===== src/rtl/snake_pkg.sv =====
// Shared grid geometry, cell encodings and direction helpers for the snake game logic.
package snake_pkg;
  localparam int GRID_W = 80;
  localparam int GRID_H = 60;

  localparam logic [2:0] CELL_EMPTY = 3'b000;
  localparam logic [2:0] CELL_SNAKE = 3'b100;

  localparam logic [1:0] DIR_RIGHT = 2'd0;
  localparam logic [1:0] DIR_DOWN  = 2'd1;
  localparam logic [1:0] DIR_LEFT  = 2'd2;
  localparam logic [1:0] DIR_UP    = 2'd3;

  typedef struct packed {
    logic [6:0] x;
    logic [5:0] y;
  } cell_t;

  // Opposite directions differ only in bit 1.
  function automatic logic [1:0] rev_dir(input logic [1:0] d);
    return d ^ 2'b10;
  endfunction
endpackage


===== src/rtl/snake_body_fifo.sv =====
// Circular buffer of body cells, head pushed at the write pointer, tail read at the read pointer.
module snake_body_fifo import snake_pkg::*; #(
  parameter int DEPTH   = 64,
  parameter int START_X = 40,
  parameter int START_Y = 30
) (
  input  logic  clk,
  input  logic  reset_n,
  input  logic  push,
  input  cell_t push_data,
  input  logic  pop,
  output cell_t tail
);
  localparam int AW = $clog2(DEPTH);

  cell_t           mem [DEPTH];
  logic [AW-1:0]   wr_ptr;
  logic [AW-1:0]   rd_ptr;

  // After reset the buffer holds exactly the start cell.
  always_ff @(posedge clk) begin
    if (!reset_n) begin
      mem[0] <= cell_t'{x: 7'(START_X), y: 6'(START_Y)};
      wr_ptr <= AW'(1);
      rd_ptr <= '0;
    end else begin
      if (push) begin
        mem[wr_ptr] <= push_data;
        wr_ptr      <= wr_ptr + 1'b1;
      end
      if (pop) rd_ptr <= rd_ptr + 1'b1;
    end
  end

  assign tail = mem[rd_ptr];
endmodule


===== src/rtl/snake_mover.sv =====
// Per-tick snake step: probe next cell, paint new head, erase vacated tail; flags food and collisions.
module snake_mover import snake_pkg::*; #(
  parameter int MAX_LEN = 64,
  parameter int GROW    = 3,
  parameter int START_X = 40,
  parameter int START_Y = 30
) (
  input  logic       clk,
  input  logic       reset_n,
  input  logic       tick,
  input  logic [1:0] dir,
  input  logic [6:0] food_x,
  input  logic [5:0] food_y,
  output logic [6:0] rd_x,
  output logic [5:0] rd_y,
  input  logic [2:0] rd_value,
  output logic       wr_req,
  input  logic       wr_grant,
  output logic [6:0] wr_x,
  output logic [5:0] wr_y,
  output logic [2:0] wr_value,
  output logic [6:0] head_x,
  output logic [5:0] head_y,
  output logic [6:0] length,
  output logic       ate,
  output logic       dead
);
  localparam logic [2:0] S_INIT    = 3'd0;
  localparam logic [2:0] S_WR_HEAD = 3'd1;
  localparam logic [2:0] S_IDLE    = 3'd2;
  localparam logic [2:0] S_CALC    = 3'd3;
  localparam logic [2:0] S_PROBE   = 3'd4;
  localparam logic [2:0] S_CHECK   = 3'd5;
  localparam logic [2:0] S_ERASE   = 3'd6;
  localparam logic [2:0] S_DEAD    = 3'd7;

  localparam cell_t START = cell_t'{x: 7'(START_X), y: 6'(START_Y)};

  logic [2:0] state;
  logic [1:0] cur_dir;
  cell_t      head, probe, nxt, tail, erase_cell, wr_cell;
  logic [6:0] grow_cnt;
  logic [7:0] grow_sum;
  logic       init_paint;
  logic       wall, push, pop;

  always_comb begin
    nxt = head;
    case (cur_dir)
      DIR_RIGHT: nxt.x = head.x + 7'd1;
      DIR_DOWN:  nxt.y = head.y + 6'd1;
      DIR_LEFT:  nxt.x = head.x - 7'd1;
      default:   nxt.y = head.y - 6'd1;
    endcase
  end

  assign wall = (nxt.x == 7'd0) || (nxt.x == 7'(GRID_W - 1)) ||
                (nxt.y == 6'd0) || (nxt.y == 6'(GRID_H - 1));
  assign grow_sum = {1'b0, grow_cnt} + 8'(GROW);
  assign push     = (state == S_CHECK) && (rd_value == CELL_EMPTY);
  assign pop      = (state == S_ERASE) && wr_grant;

  snake_body_fifo #(.DEPTH(MAX_LEN), .START_X(START_X), .START_Y(START_Y)) u_body (
    .clk       (clk),
    .reset_n   (reset_n),
    .push      (push),
    .push_data (probe),
    .pop       (pop),
    .tail      (tail)
  );

  always_ff @(posedge clk) begin
    if (!reset_n) begin
      state      <= S_INIT;
      cur_dir    <= DIR_RIGHT;
      head       <= START;
      probe      <= START;
      erase_cell <= START;
      grow_cnt   <= '0;
      length     <= 7'd1;
      ate        <= 1'b0;
      init_paint <= 1'b1;
    end else begin
      ate <= 1'b0;
      case (state)
        S_INIT: state <= S_WR_HEAD;
        S_IDLE: if (tick) begin
          if (dir != rev_dir(cur_dir)) cur_dir <= dir;
          state <= S_CALC;
        end
        S_CALC: if (wall) state <= S_DEAD;
                else begin
                  probe <= nxt;
                  state <= S_PROBE;
                end
        S_PROBE: state <= S_CHECK;
        // Tail is captured before the push: at full length the push reuses its slot.
        S_CHECK: if (rd_value != CELL_EMPTY) state <= S_DEAD;
                 else begin
                   head       <= probe;
                   erase_cell <= tail;
                   if (probe == cell_t'{x: food_x, y: food_y}) begin
                     ate      <= 1'b1;
                     grow_cnt <= grow_sum[7] ? 7'h7f : grow_sum[6:0];
                   end
                   state <= S_WR_HEAD;
                 end
        S_WR_HEAD: if (wr_grant) begin
          if (init_paint) begin
            init_paint <= 1'b0;
            state      <= S_IDLE;
          end else if (grow_cnt != '0 && length < 7'(MAX_LEN)) begin
            length   <= length + 7'd1;
            grow_cnt <= grow_cnt - 7'd1;
            state    <= S_IDLE;
          end else begin
            grow_cnt <= '0;
            state    <= S_ERASE;
          end
        end
        S_ERASE: if (wr_grant) state <= S_IDLE;
        default: ;
      endcase
    end
  end

  assign wr_req   = (state == S_WR_HEAD) || (state == S_ERASE);
  assign wr_cell  = (state == S_ERASE) ? erase_cell : head;
  assign wr_x     = wr_cell.x;
  assign wr_y     = wr_cell.y;
  assign wr_value = (state == S_ERASE) ? CELL_EMPTY : CELL_SNAKE;
  assign rd_x     = probe.x;
  assign rd_y     = probe.y;
  assign head_x   = head.x;
  assign head_y   = head.y;
  assign dead     = (state == S_DEAD);
endmodule

===== config.mk =====
export PLATFORM = sky130hd
export DESIGN_NAME = snake_mover
export DESIGN_NICKNAME = d
export VERILOG_FILES = /design/src/rtl/snake_pkg.sv /design/src/rtl/snake_body_fifo.sv /design/src/rtl/snake_mover.sv
export SDC_FILE = /design/constraint.sdc
export NUM_CORES = 1
export LEC_CHECK = 0
export ABC_AREA = 1
export ABC_CLOCK_PERIOD_IN_PS = 3900
export CAP_MARGIN = 20
export CORE_AREA = 3 3 307 309
export CTS_BUF_LIST = sky130_fd_sc_hd__clkbuf_4
export DETAILED_ROUTE_END_ITERATION = 8
export DIE_AREA = 0 0 310 312
export MAX_ROUTING_LAYER = met4
export SYNTH_ARGS = -nofsm -noshare
export SYNTH_HDL_FRONTEND = slang
export SYNTH_SLANG_ARGS = --single-unit

===== constraint.sdc =====
create_clock -name clk -period 3.9 [get_ports clk]
set_input_delay 0.78 -clock clk [delete_from_list [all_inputs] [get_ports clk]]
set_output_delay 0.78 -clock clk [all_outputs]
set_load 0.01 [all_outputs]

# Word-level counts from Yosys, hierarchy flattened

Memories as Yosys holds them, arrays and structs flattened. A register that Yosys moved wholly into a read port is not among the register bits.
Index checks and enable logic that the tools add are counted.

Register bits after elaboration: 59
RAM bits: 832
Input port bits: 22
Output and inout port bits: 52
Logic and storage cells: 102
Memories kept: 1

Memory list:

| name       | depth | bits a word | read ports | clocked after Yosys merged registers in | write ports | RTL line              | source |
|---|---|---|---|---|---|---|---|
| u_body.mem | 64    | 13          | 1          | 1                                       | 1           | snake_body_fifo.sv:16 | `cell_t mem [DEPTH];` |

Add/subtract/negate cells: 9
Order comparisons: 1
Equality and inequality tests: 19
Muxes and demuxes: 27
Bitwise logic cells: 6
Reductions and logical operators: 27

Operators by type and width:

| kind                                             | number |
|---|---|
| 2-to-1 mux 7 bit                                 | 6 |
| one-hot mux 7 bit (2 select lines)               | 2 |
| 2-to-1 mux 13 bit                                | 2 |
| 2-to-1 mux 3 bit                                 | 7 |
| one-hot mux 3 bit (7 select lines)               | 1 |
| adder 6 x 1 -> 6 bit, second input constant      | 3 |
| adder 7 x 1 -> 7 bit, second input constant      | 2 |
| nonzero test 7 bit                               | 2 |
| subtractor 7 x 1 -> 7 bit, second input constant | 2 |
| == test 13 bit                                   | 1 |
| OR reduction 13 bit                              | 1 |
| == test 3 bit, second input constant             | 4 |
| one-hot mux 6 bit (2 select lines)               | 1 |
| inequality test 2 bit, second input constant     | 5 |
| adder 7 x 2 -> 8 bit, second input constant      | 1 |
| AND reduction 4 bit                              | 2 |
| == test 7 bit, second input constant             | 1 |
| logical NOT 7 bit                                | 1 |
| < comparator 7 bit, second input constant        | 1 |
| == test 3 x 2 -> 1 bit, second input constant    | 2 |
| == test 6 bit, second input constant             | 1 |
| logical NOT 3 bit                                | 2 |
| logical NOT 6 bit                                | 1 |
| 2-to-1 mux 1 bit                                 | 6 |
| 20 further kinds                                 | 32 |

# Logic depth before layout (Yosys ltp)

Gate-level depths: netlist of run 1.

Depth after elaboration: 8
Depth in mapped cells: 24
Mapped depth without buffers: 23

# Cells and area by module

A second synthesis of run 1 with hierarchy kept.

Cells, all modules: 3505
Area total of the unflattened synthesis: 38076.5 um^2

Modules (own cells, without submodules):

| module          | times used | cells an instance | area each (um^2) | sequential area each (um^2) |
|---|---|---|---|---|
| snake_body_fifo | 1          | 2956              | 34445.5          | 25344.3 |
| snake_mover     | 1          | 549               | 3631.0           | 1201.2 |

# Least setup slack after synthesis of run 1

No wires, ideal clock.

Kind: input-to-reg
Start: input rd_value[1]
End: memory u_body.mem[0][0] in the netlist's numbering (data pin)
Setup time: 0.500 ns
Arrival: 3.113 ns
Data required time: 3.400 ns
Path slack: 0.287 ns
Stages: 6
Path buffers: 1
Cells stage by stage: nor3_1 nand2_1 nor2_4 inv_2 clkbuf_1 nor2_1

Longest elaborated chain between the ends: 7

Ends and longest elaborated chain:

| element                                | RTL line              | source |
|---|---|---|
| start: declaration                     | snake_mover.sv:16     | `input logic [2:0] rd_value,` |
| logical NOT 3 bit                      | snake_mover.sv:60     | `assign push = (state == S_CHECK) && (rd_value == CELL_EMPTY);` |
| logical AND 1 bit                      | snake_mover.sv:60     |  |
| 2-to-1 mux 1 bit                       | snake_body_fifo.sv:27 | `if (push) begin` |
| 2-to-1 mux 1 bit                       | snake_body_fifo.sv:22 | `if (!reset_n) begin` |
| 2-to-1 mux 1 bit (implied by the code) | snake_body_fifo.sv:28 | `mem[wr_ptr] <= push_data;` |
| OR reduction 13 bit (no line)          | --                    |  |
| 2-to-1 mux 13 bit (no line)            | --                    |  |
| end: declaration                       | snake_body_fifo.sv:16 |  |

Every way passes these cells.

# Worst setup path after layout of run 1

Start: register state[2]
End: output wr_y[2]

Longest elaborated chain between the ends: 2

Ends and longest elaborated chain:

| element                  | RTL line           | source |
|---|---|---|
| start: declaration       | snake_mover.sv:39  | `logic [2:0] state;` |
| start signal: assignment | snake_mover.sv:74  | `state <= S_INIT;` |
| start signal: assignment | snake_mover.sv:86  | `S_INIT: state <= S_WR_HEAD;` |
| start signal: assignment | snake_mover.sv:89  | `state <= S_CALC;` |
| == test 3 bit            | snake_mover.sv:128 | `assign wr_cell = (state == S_ERASE) ? erase_cell : head;` |
| 2-to-1 mux 13 bit        | snake_mover.sv:128 |  |
| end: declaration         | snake_mover.sv:20  | `output logic [5:0] wr_y,` |

Every way passes these cells.

==> results.yml, run 1 <==
layout:
  fin_util_pct: 46.12
  area_delta_synth_final_pct: 15.17
  final_cell_area_um2: 42270
  drive_gt1_share_pct: 16.06
  final_nets: 3279
floorplan:
  fp.dieArea_um2: 96720
  num_rows: 111
  core_area_um2: 91660
  ios: 74
  start_util_pct: 40.04
  die_x_um: 310
  die_y_um: 312
yosys:
  synth_cell_types: 53
  synth_cells: 2998
  synth_top_flop_cell: "edfxtp_1"
  ys.warnings.count: 0
  syn_area_um2: 36700
  synth-seq-area-share_pct: 72.00
  ys_ff_latch: 904
  synth_edf_count: 832
  synthArstFlopShare_pct: 0
  syn_avg_cell_area_um2: 12.24
timing:
  fmax_mhz: 275.8
  worst_pin_slew_ps: 918.8
  period_share_pct: 92.97
  fin_setup_tns_ps: 0
  rsz0062_at_grt: "no"
  period_minus_slack_ps: 3626
  slew_headroom_pct: 38.60
  setup_viol: 0
  holdWs_ps: 415.0
  finalWorstSetupSlack_ps: 274.1
  fin_skew_ps: 84.54
  hold_violations: 0
  final_max_slew_viol_count: 0
worst_setup_path:
  path_max_fanout: 11
  worst_setup_path_start_kind: "register"
  cp.arrival_ps: 2850
  critPathRequiredTime_ps: 3120
  reg2reg_depth: 17
  critPathCaptureType: "primary output"
  path_class: "register to primary output"
drt:
  dr.pass1.iters: 7
  wl_per_cell_um: 22.15
  drt_iter0_drc: 2547
  drc: 0
  num_vias: 25334
  vias_per_cell: 5.523
  drtAntennaViolNets: 0
  drt-total-wl_um: 101600
hold_path:
  worstHoldPathType: "input port to register"
  hold-path-cell-count: 3
global_route:
  grt_max_degree: 149
  antenna_found_initial: 1
  grt_usage_pct: 21.35
  grt_remaining_overflow: 0
  grt_pass1_vias: 24154
  grt_first_pass_wirelength_um: 151300
power:
  ir_drop_uv: 266.1
  power_leakage_nw: 15.47
  power_density_nw_per_um2: 460.3
placement:
  port_buffers: 71
  place_area_um2: 39520
  dpl_worst_slack_ps: 382.1
  hpwl_um: 61920
  gp_congestion: 0.9142
clock_network:
  numClockSinks: 904
  cts-htree-levels: 4
  clockRootBuffer: "clkbuf_4"
  clk_pin_slew_ps: 50
  cts_made_buffers: 221
  cts_buffer_depth: 3
  insertion_delay_ps: 1070
  cts_tree: "yes"
run_status:
  run_status: "complete, no violations"
run:
  drv_cap: 0
placed cells by master (no fill, tap or decap), types with 33 or more instances in the layout:
cell type / instances
clkinv_1: 46
dfxtp_1: 69
nand2_1: 224
inv_1: 97
clkdlybuf4s50_1: 71
o221ai_1: 79
buf_4: 125
o211ai_1: 33
nand3_1: 95
clkbuf_4: 312
a21oi_1: 37
nor2_1: 523
edfxtp_1: 832
o22ai_1: 145
o21ai_0: 471
nand4_1: 44
metal layers:
layer	routed length, µm	up-vias	track usage, %
met5	0	-	-
met4	3242	0	8.063
met3	7669	170	4.269
met2	47980	1068	32.70
met1	42710	12376	28.20
li1	-	11720	-
worst paths after layout:
kind | from | slack, ps | end
worst min register to register | erase_cell[0]$_SDFFE_PN0P_ | 460 | erase_cell[0]$_SDFFE_PN0P_
worst max register to register | cur_dir[0]$_SDFFE_PN0P_ | 940 | rd_y[3]$_SDFFE_PN1P_
worst min-delay path | dir[0] | 420 | cur_dir[0]$_SDFFE_PN0P_
worst max-delay path | state[2]$_SDFFE_PN0P_ | 270 | wr_y[2]
cells by family (layout without fill, tap and decap cells):
| group | after synthesis | in the layout | synth area share, % |
|---|---|---|---|
| simple gates | 952 | 953 | 11.00 |
| flops | 904 | 904 | 72.00 |
| compound gates | 814 | 814 | 12.93 |
| buf+inv | 305 | 705 | 3.399 |
| fa+ha+maj | 11 | 11 | 0.3954 |
| xor+xnor | 11 | 11 | 0.2625 |
| other cells | 1 | 3 | 0.01022 |
flip-flops by register name (all words and copies together) (netlist names):
signal and cells:
length 7, state 3, ate 1, head_y 6, u_body.wr_ptr 6, head_x 7, cur_dir 2, u_body.mem 832
rd_y 6, init_paint 1, erase_cell 13, u_body.rd_ptr 6, grow_cnt 7, rd_x 7
through the flow:
stage / instances / total power [mW]
after detailed placement: 4206 / 12.07
after floorplan: 2999 / 11.63
final: 4587 / 19.46
after global routing: 4587 / 20.33
after global placement: 4206 / 12.07
after CTS: 4585 / 19.64
what timing repair did:
action	in CTS	in global routing
pin swaps	1	0
setup endpoints to repair	14	8
gates cloned	1	0
resized for setup	0	1
hold buffers	0	0
buffers inserted	1	0
synth_stat cells, drive strengths merged, types with 18 or more instances:
cell / number / area (µm²)
o21ai: 483 / 2417
nand4: 44 / 275.3
nor2: 537 / 2051
a21oi: 45 / 255.3
o211ai: 35 / 272.8
nand2: 240 / 969.7
edfxtp: 832 / 24980
clkbuf: 146 / 548.0
nor3: 18 / 101.4
inv: 110 / 427.9
o221ai: 79 / 691.9
dfxtp: 72 / 1441
nand3: 103 / 563.1
o22ai: 145 / 907.1
buf: 48 / 267.8
power by group:
group / switching (mW) / internal [mW]
combinational: 0.894 / 0.443
clock: 3.69 / 3.86
sequential: 0.0812 / 10.5
critical path, stage by stage (launching register included):
cell and delay, ps:
dfxtp_1 330, inv_1 250, nor3_4 70, buf_12 160, o21ai_0 340, clkdlybuf4s50_1 630
cell type report:
cell class | count | area, µm²
clock buffers | 312 | 2342
diodes | 1 | 2.502
flip-flops and latches | 904 | 26440
fillers | 8348 | 49390
inverters | 111 | 444.2
multi-input cells | 1791 | 9125
well taps | 1186 | 1484
clock inverters | 65 | 367.9
repair buffers | 217 | 2069
(Power assumes the default switching activity.)
==> inputs of run 2 (changes only) <==
--- a/config.mk
+++ b/config.mk
@@ -9,7 +9,7 @@
 export ABC_CLOCK_PERIOD_IN_PS = 3900
 export CAP_MARGIN = 20
 export CORE_AREA = 3 3 307 309
-export CTS_BUF_LIST = sky130_fd_sc_hd__clkbuf_4
+export CTS_BUF_LIST = sky130_fd_sc_hd__clkbuf_8
 export DETAILED_ROUTE_END_ITERATION = 8
 export DIE_AREA = 0 0 310 312
 export MAX_ROUTING_LAYER = met4
==> results.yml, run 2 (synthesized netlist as in run 1, its figures left out) <==
floorplan:
  start_util_pct: 40.04
  core_area_um2: 91660
  num_rows: 111
  die_x_um: 310
  fp.dieArea_um2: 96720
  ios: 74
  die_y_um: 312
placement:
  hpwl_um: 61920
  port_buffers: 71
  gp_congestion: 0.9142
  place_area_um2: 39520
layout:
  final_nets: 3202
  final_cell_area_um2: 42120
  fillers: 8225
  largest_reg_flops: 832
  layout.cells.most_common_list: "edfxtp_1, nor2_1, o21ai_0, nand2_1"
  mostFrequentLayoutCell: "edfxtp_1"
  top_register: "u_body.mem"
  top_regs: "u_body.mem (832), erase_cell (13)"
  area_delta_synth_final_pct: 14.75
  drive_gt1_share_pct: 11.80
clock_network:
  cts_made_buffers: 146
  holdBufCountCts: 0
  cts_buffer_depth: 3
  clk_pin_slew_ps: 60
  numClockSinks: 904
  cts_tree: "yes"
  cts-htree-levels: 4
  insertion_delay_ps: 820
  cts_setup_buffers: 0
  clockRootBuffer: "clkbuf_8"
worst_setup_path:
  cp.arrival_ps: 2840
  startpoint: "state[2]$_SDFFE_PN0P_"
  r2r_end: "rd_y[3]$_SDFFE_PN1P_"
  path_max_fanout: 11
  reg2reg_depth: 17
  worst-path-buf-inv: 2
  path_depth: 5
  critPathCaptureType: "primary output"
  crit_family: "buffers and inverters"
  r2r_start: "cur_dir[0]$_SDFFE_PN0P_"
  regToRegSetupSlack_ps: 910
  critPathRequiredTime_ps: 3120
  crit_chain: "inv_1 > nor3_4 > nand2_1 > o21ai_0 > clkdlybuf4s50_1"
  worst_setup_path_start_kind: "register"
  path_class: "register to primary output"
  cp_slowest_cell: "clkdlybuf4s50_1"
  cpPeakStageDelay_ps: 640
  cp-endpoint: "wr_y[2]"
drt:
  drt-total-wl_um: 101100
  wl_per_cell_um: 22.67
  dr.pass1.iters: 6
  drc: 0
  drt_iter0_drc: 2660
  num_vias: 24946
  vias_per_cell: 5.595
  drtAntennaViolNets: 0
global_route:
  antenna_found_initial: 1
  grt_remaining_overflow: 0
  grt_max_degree: 149
  grt_pass1_vias: 23395
  grt_first_pass_wirelength_um: 150100
  grt_usage_pct: 21.22
power:
  power_density_nw_per_um2: 458.1
  ir_drop_uv: 312.3
  power_mw: 19.29
  power_leakage_nw: 15.35
timing:
  worst_pin_slew_ps: 1099
  rsz0062_at_grt: "no"
  final_max_slew_viol_count: 0
  fin_setup_tns_ps: 0
  fin_skew_ps: 50.15
  setup_viol: 0
  period_share_pct: 92.88
  slew_headroom_pct: 26.47
  period_minus_slack_ps: 3622
  fmax_mhz: 276.1
  hold_violations: 0
run_status:
  run_status: "complete, no violations"
hold_path:
  worstHoldPathType: "register to register"
run:
  drv_cap: 0
## run 2: cell type report
type	instances	area, µm²	area share [%]
sequential	904	26440	62.77
multi-input combinational	1791	9119	21.65
clock buffer	149	2051	4.869
timing repair buffer	215	2042	4.848
tap	1186	1484	3.523
clock inverter	102	538.0	1.277
inverter	111	444.2	1.055
antenna	1	2.502	0.005942
## run 2: layer usage
metal  share of wire, %  global-route usage (%)
met1                 42                   28.41
met4                3.7                   8.547
met3                7.5                   3.849
met2                 47                   32.11
met5                  0                       -
## run 2: worst min path at each step
stage | start | to | slack, ps | cells past startpoint
global route | erase_cell[0]$_SDFFE_PN0P_ | erase_cell[0]$_SDFFE_PN0P_ | 490 | 2
finish | init_paint$_SDFFE_PN1P_ | init_paint$_SDFFE_PN1P_ | 460 | 2
detailed placement | erase_cell[0]$_SDFFE_PN0P_ | erase_cell[0]$_SDFFE_PN0P_ | 450 | 2
CTS | erase_cell[0]$_SDFFE_PN0P_ | erase_cell[0]$_SDFFE_PN0P_ | 460 | 2
floorplan | erase_cell[0]$_SDFFE_PN0P_ | erase_cell[0]$_SDFFE_PN0P_ | 430 | 2
global placement | erase_cell[6]$_SDFFE_PN0P_ | erase_cell[6]$_SDFFE_PN0P_ | 440 | 2
## run 2: through the flow
stage | util, % | hold WS (ps) | std cells | worst slack [ps]
floorplan | - | 426.3 | 2999 | 287.1
global placement | 43.11 | 441.4 | 4206 | 408.7
detailed placement | 43.11 | 452.9 | 4206 | 382.1
CTS | 45.93 | 464.2 | 4457 | 31.04
global route | 45.95 | 488.1 | 4459 | 158.2
finish | 45.95 | 464.7 | 4459 | 277.5
## run 2: power by group
part | switching (mW) | leakage (nW) | total [mW] | internal, mW
sequential | 0.0810 | 9.23 | 10.6 | 10.5
combinational | 0.891 | 4.61 | 1.33 | 0.437
clock | 3.70 | 1.51 | 7.39 | 3.70
## run 2: tightest hold or removal path: stages (launching register included)
cell and delay (ps):
dfxtp_1 310, o21ai_0 70, nand2_1 50
## run 2: what timing repair did
item                                    4_1_cts  5_1_grt
resized for setup                             0        0
endpoints found under the setup margin        0        1
endpoints found under the hold margin         0        0
==> inputs of run 3 (changes only) <==
--- a/config.mk
+++ b/config.mk
@@ -12,6 +12,7 @@
 export CTS_BUF_LIST = sky130_fd_sc_hd__clkbuf_8
 export DETAILED_ROUTE_END_ITERATION = 8
 export DIE_AREA = 0 0 310 312
+export GPL_TIMING_DRIVEN = 0
 export MAX_ROUTING_LAYER = met4
 export SYNTH_ARGS = -nofsm -noshare
 export SYNTH_HDL_FRONTEND = slang
==> results.yml, run 3 (synthesized netlist as in run 1, its figures left out) <==
run_status:
  run_status: "complete, no violations"
power:
  power_leakage_nw: 15.60
  ir_drop_uv: 214.1
  power_mw: 19.85
  power_density_nw_per_um2: 460.5
drt:
  drc: 0
  dr.pass1.iters: 7
  wl_per_cell_um: 29.66
  drt_iter0_drc: 4200
  num_vias: 27697
  drtAntennaViolNets: 0
  drt-total-wl_um: 136500
  vias_per_cell: 6.017
floorplan:
  ios: 74
  core_area_um2: 91660
  die_x_um: 310
  start_util_pct: 40.04
  num_rows: 111
  fp.dieArea_um2: 96720
  die_y_um: 312
timing:
  fmax_mhz: 259.6
  hold_violations: 0
  worst_pin_slew_ps: 1132
  setup_viol: 0
  period_share_pct: 98.79
  slew_headroom_pct: 24.21
  period_minus_slack_ps: 3853
  fin_skew_ps: 46.59
  holdWs_ps: 462.2
  final_max_slew_viol_count: 0
  rsz0062_at_grt: "no"
layout:
  fin_util_pct: 47.03
  top_regs: "u_body.mem (832), erase_cell (13)"
  area_delta_synth_final_pct: 17.46
  largest_reg_flops: 832
  stdcell_count: 4603
  fillers: 8189
  mostFrequentLayoutCell: "edfxtp_1"
  final_nets: 3327
  drive_gt1_share_pct: 12.43
  layout.cells.most_common_list: "edfxtp_1, o21ai_0, nor2_1, nand2_1"
  top_register: "u_body.mem"
clock_network:
  clk_pin_slew_ps: 70
  holdBufCountCts: 0
  cts_made_buffers: 150
  clockRootBuffer: "clkbuf_8"
  cts-htree-levels: 4
  cts_buffer_depth: 3
  numClockSinks: 904
  insertion_delay_ps: 850
  cts_tree: "yes"
  cts_setup_buffers: 0
global_route:
  grt_remaining_overflow: 0
  grt_pass1_vias: 26149
  antenna_found_initial: 7
  grt_first_pass_wirelength_um: 191700
  grt_max_degree: 65
  grt_usage_pct: 28.90
run:
  drv_cap: 0
worst_setup_path:
  r2r_start: "u_body.rd_ptr[1]$_SDFFE_PN0P_"
  r2r_end: "erase_cell[2]$_SDFFE_PN1P_"
  reg2reg_depth: 11
  worst_setup_path_start_kind: "register"
  startpoint: "u_body.rd_ptr[1]$_SDFFE_PN0P_"
  cp-endpoint: "erase_cell[2]$_SDFFE_PN1P_"
  path_max_fanout: 10
  path_class: "register to register"
  cp.arrival_ps: 4640
  regToRegSetupSlack_ps: 50
  critPathCaptureType: "register"
  critPathRequiredTime_ps: 4680
hold_path:
  worstHoldPathType: "register to register"
placement:
  place_inst: 4328
  gp_congestion: 0.9966
  hpwl_um: 94690
  port_buffers: 71
## run 3: cell types whose count changed in the layout (fill, tap and decap cells not counted), sizes merged
cell      delta
diode        +5
inv          +4
nor3         -1
clkinv      +10
buf         -24
clkbuf     +151
clkinvlp     -1
## run 3: stage by stage
step                setup TNS, ps  worst slack, ps  instance area [µm²]
floorplan                       0            287.1                36710
global placement         -2333960            -3270                38900
detailed placement         -84330           -378.1                40400
CTS                             0            41.16                43100
global route                    0            29.91                43110
finish                          0            47.35                43110
## run 3: worst min-delay path by stage
stage	start	to	slack, ps	cells past startpoint
floorplan	erase_cell[0]$_SDFFE_PN0P_	erase_cell[0]$_SDFFE_PN0P_	430	2
finish	init_paint$_SDFFE_PN1P_	init_paint$_SDFFE_PN1P_	460	2
global placement	erase_cell[0]$_SDFFE_PN0P_	erase_cell[0]$_SDFFE_PN0P_	440	2
CTS	erase_cell[0]$_SDFFE_PN0P_	erase_cell[0]$_SDFFE_PN0P_	460	2
detailed placement	erase_cell[0]$_SDFFE_PN0P_	erase_cell[0]$_SDFFE_PN0P_	450	2
global route	erase_cell[0]$_SDFFE_PN0P_	erase_cell[0]$_SDFFE_PN0P_	480	2
## run 3: repair_timing
action,in CTS,in global routing
resized for setup,1,2
pin swaps,0,1
endpoints found under the setup margin,3,4
## run 3: worst max-delay path, cell delays in order (launching register included)
cell and delay, ps:
dfxtp_1 350, buf_2 270, buf_2 450, clkbuf_1 640
o21ai_0 190, o221ai_1 560, nand3_1 500, nand4_1 350
nand3_1 110, nand3_1 180, o21ai_1 100, inv_1 50
## run 3: metal layers
layer  vias up  global-route usage (%)  share of wire [%]  wire length [µm]
met5         -                       -                  0                 0
met4         0                   17.91                6.9              9394
met3       393                   7.881                 13             17750
met2      1970                   40.95                 44             59500
met1     13612                   36.79                 37             49890
li1      11722                       -                  -                 -
## run 3: report_power, final
group	internal, mW	switching (mW)
clock	3.83	3.91
sequential	10.5	0.0609
combinational	0.456	1.11
total	14.8	5.08
## run 3: layout make-up
type | instances | area [µm²] | share of cell area [%]
antenna | 6 | 15.01 | 0.03483
buffer | 194 | 818.3 | 1.898
clock buffer | 154 | 2120 | 4.916
clock inverter | 115 | 579.3 | 1.344
inverter | 111 | 431.7 | 1.001
multi-input combinational | 1790 | 9266 | 21.49
sequential | 904 | 26430 | 61.30
tap | 1186 | 1484 | 3.442
timing repair buffer | 143 | 1972 | 4.574
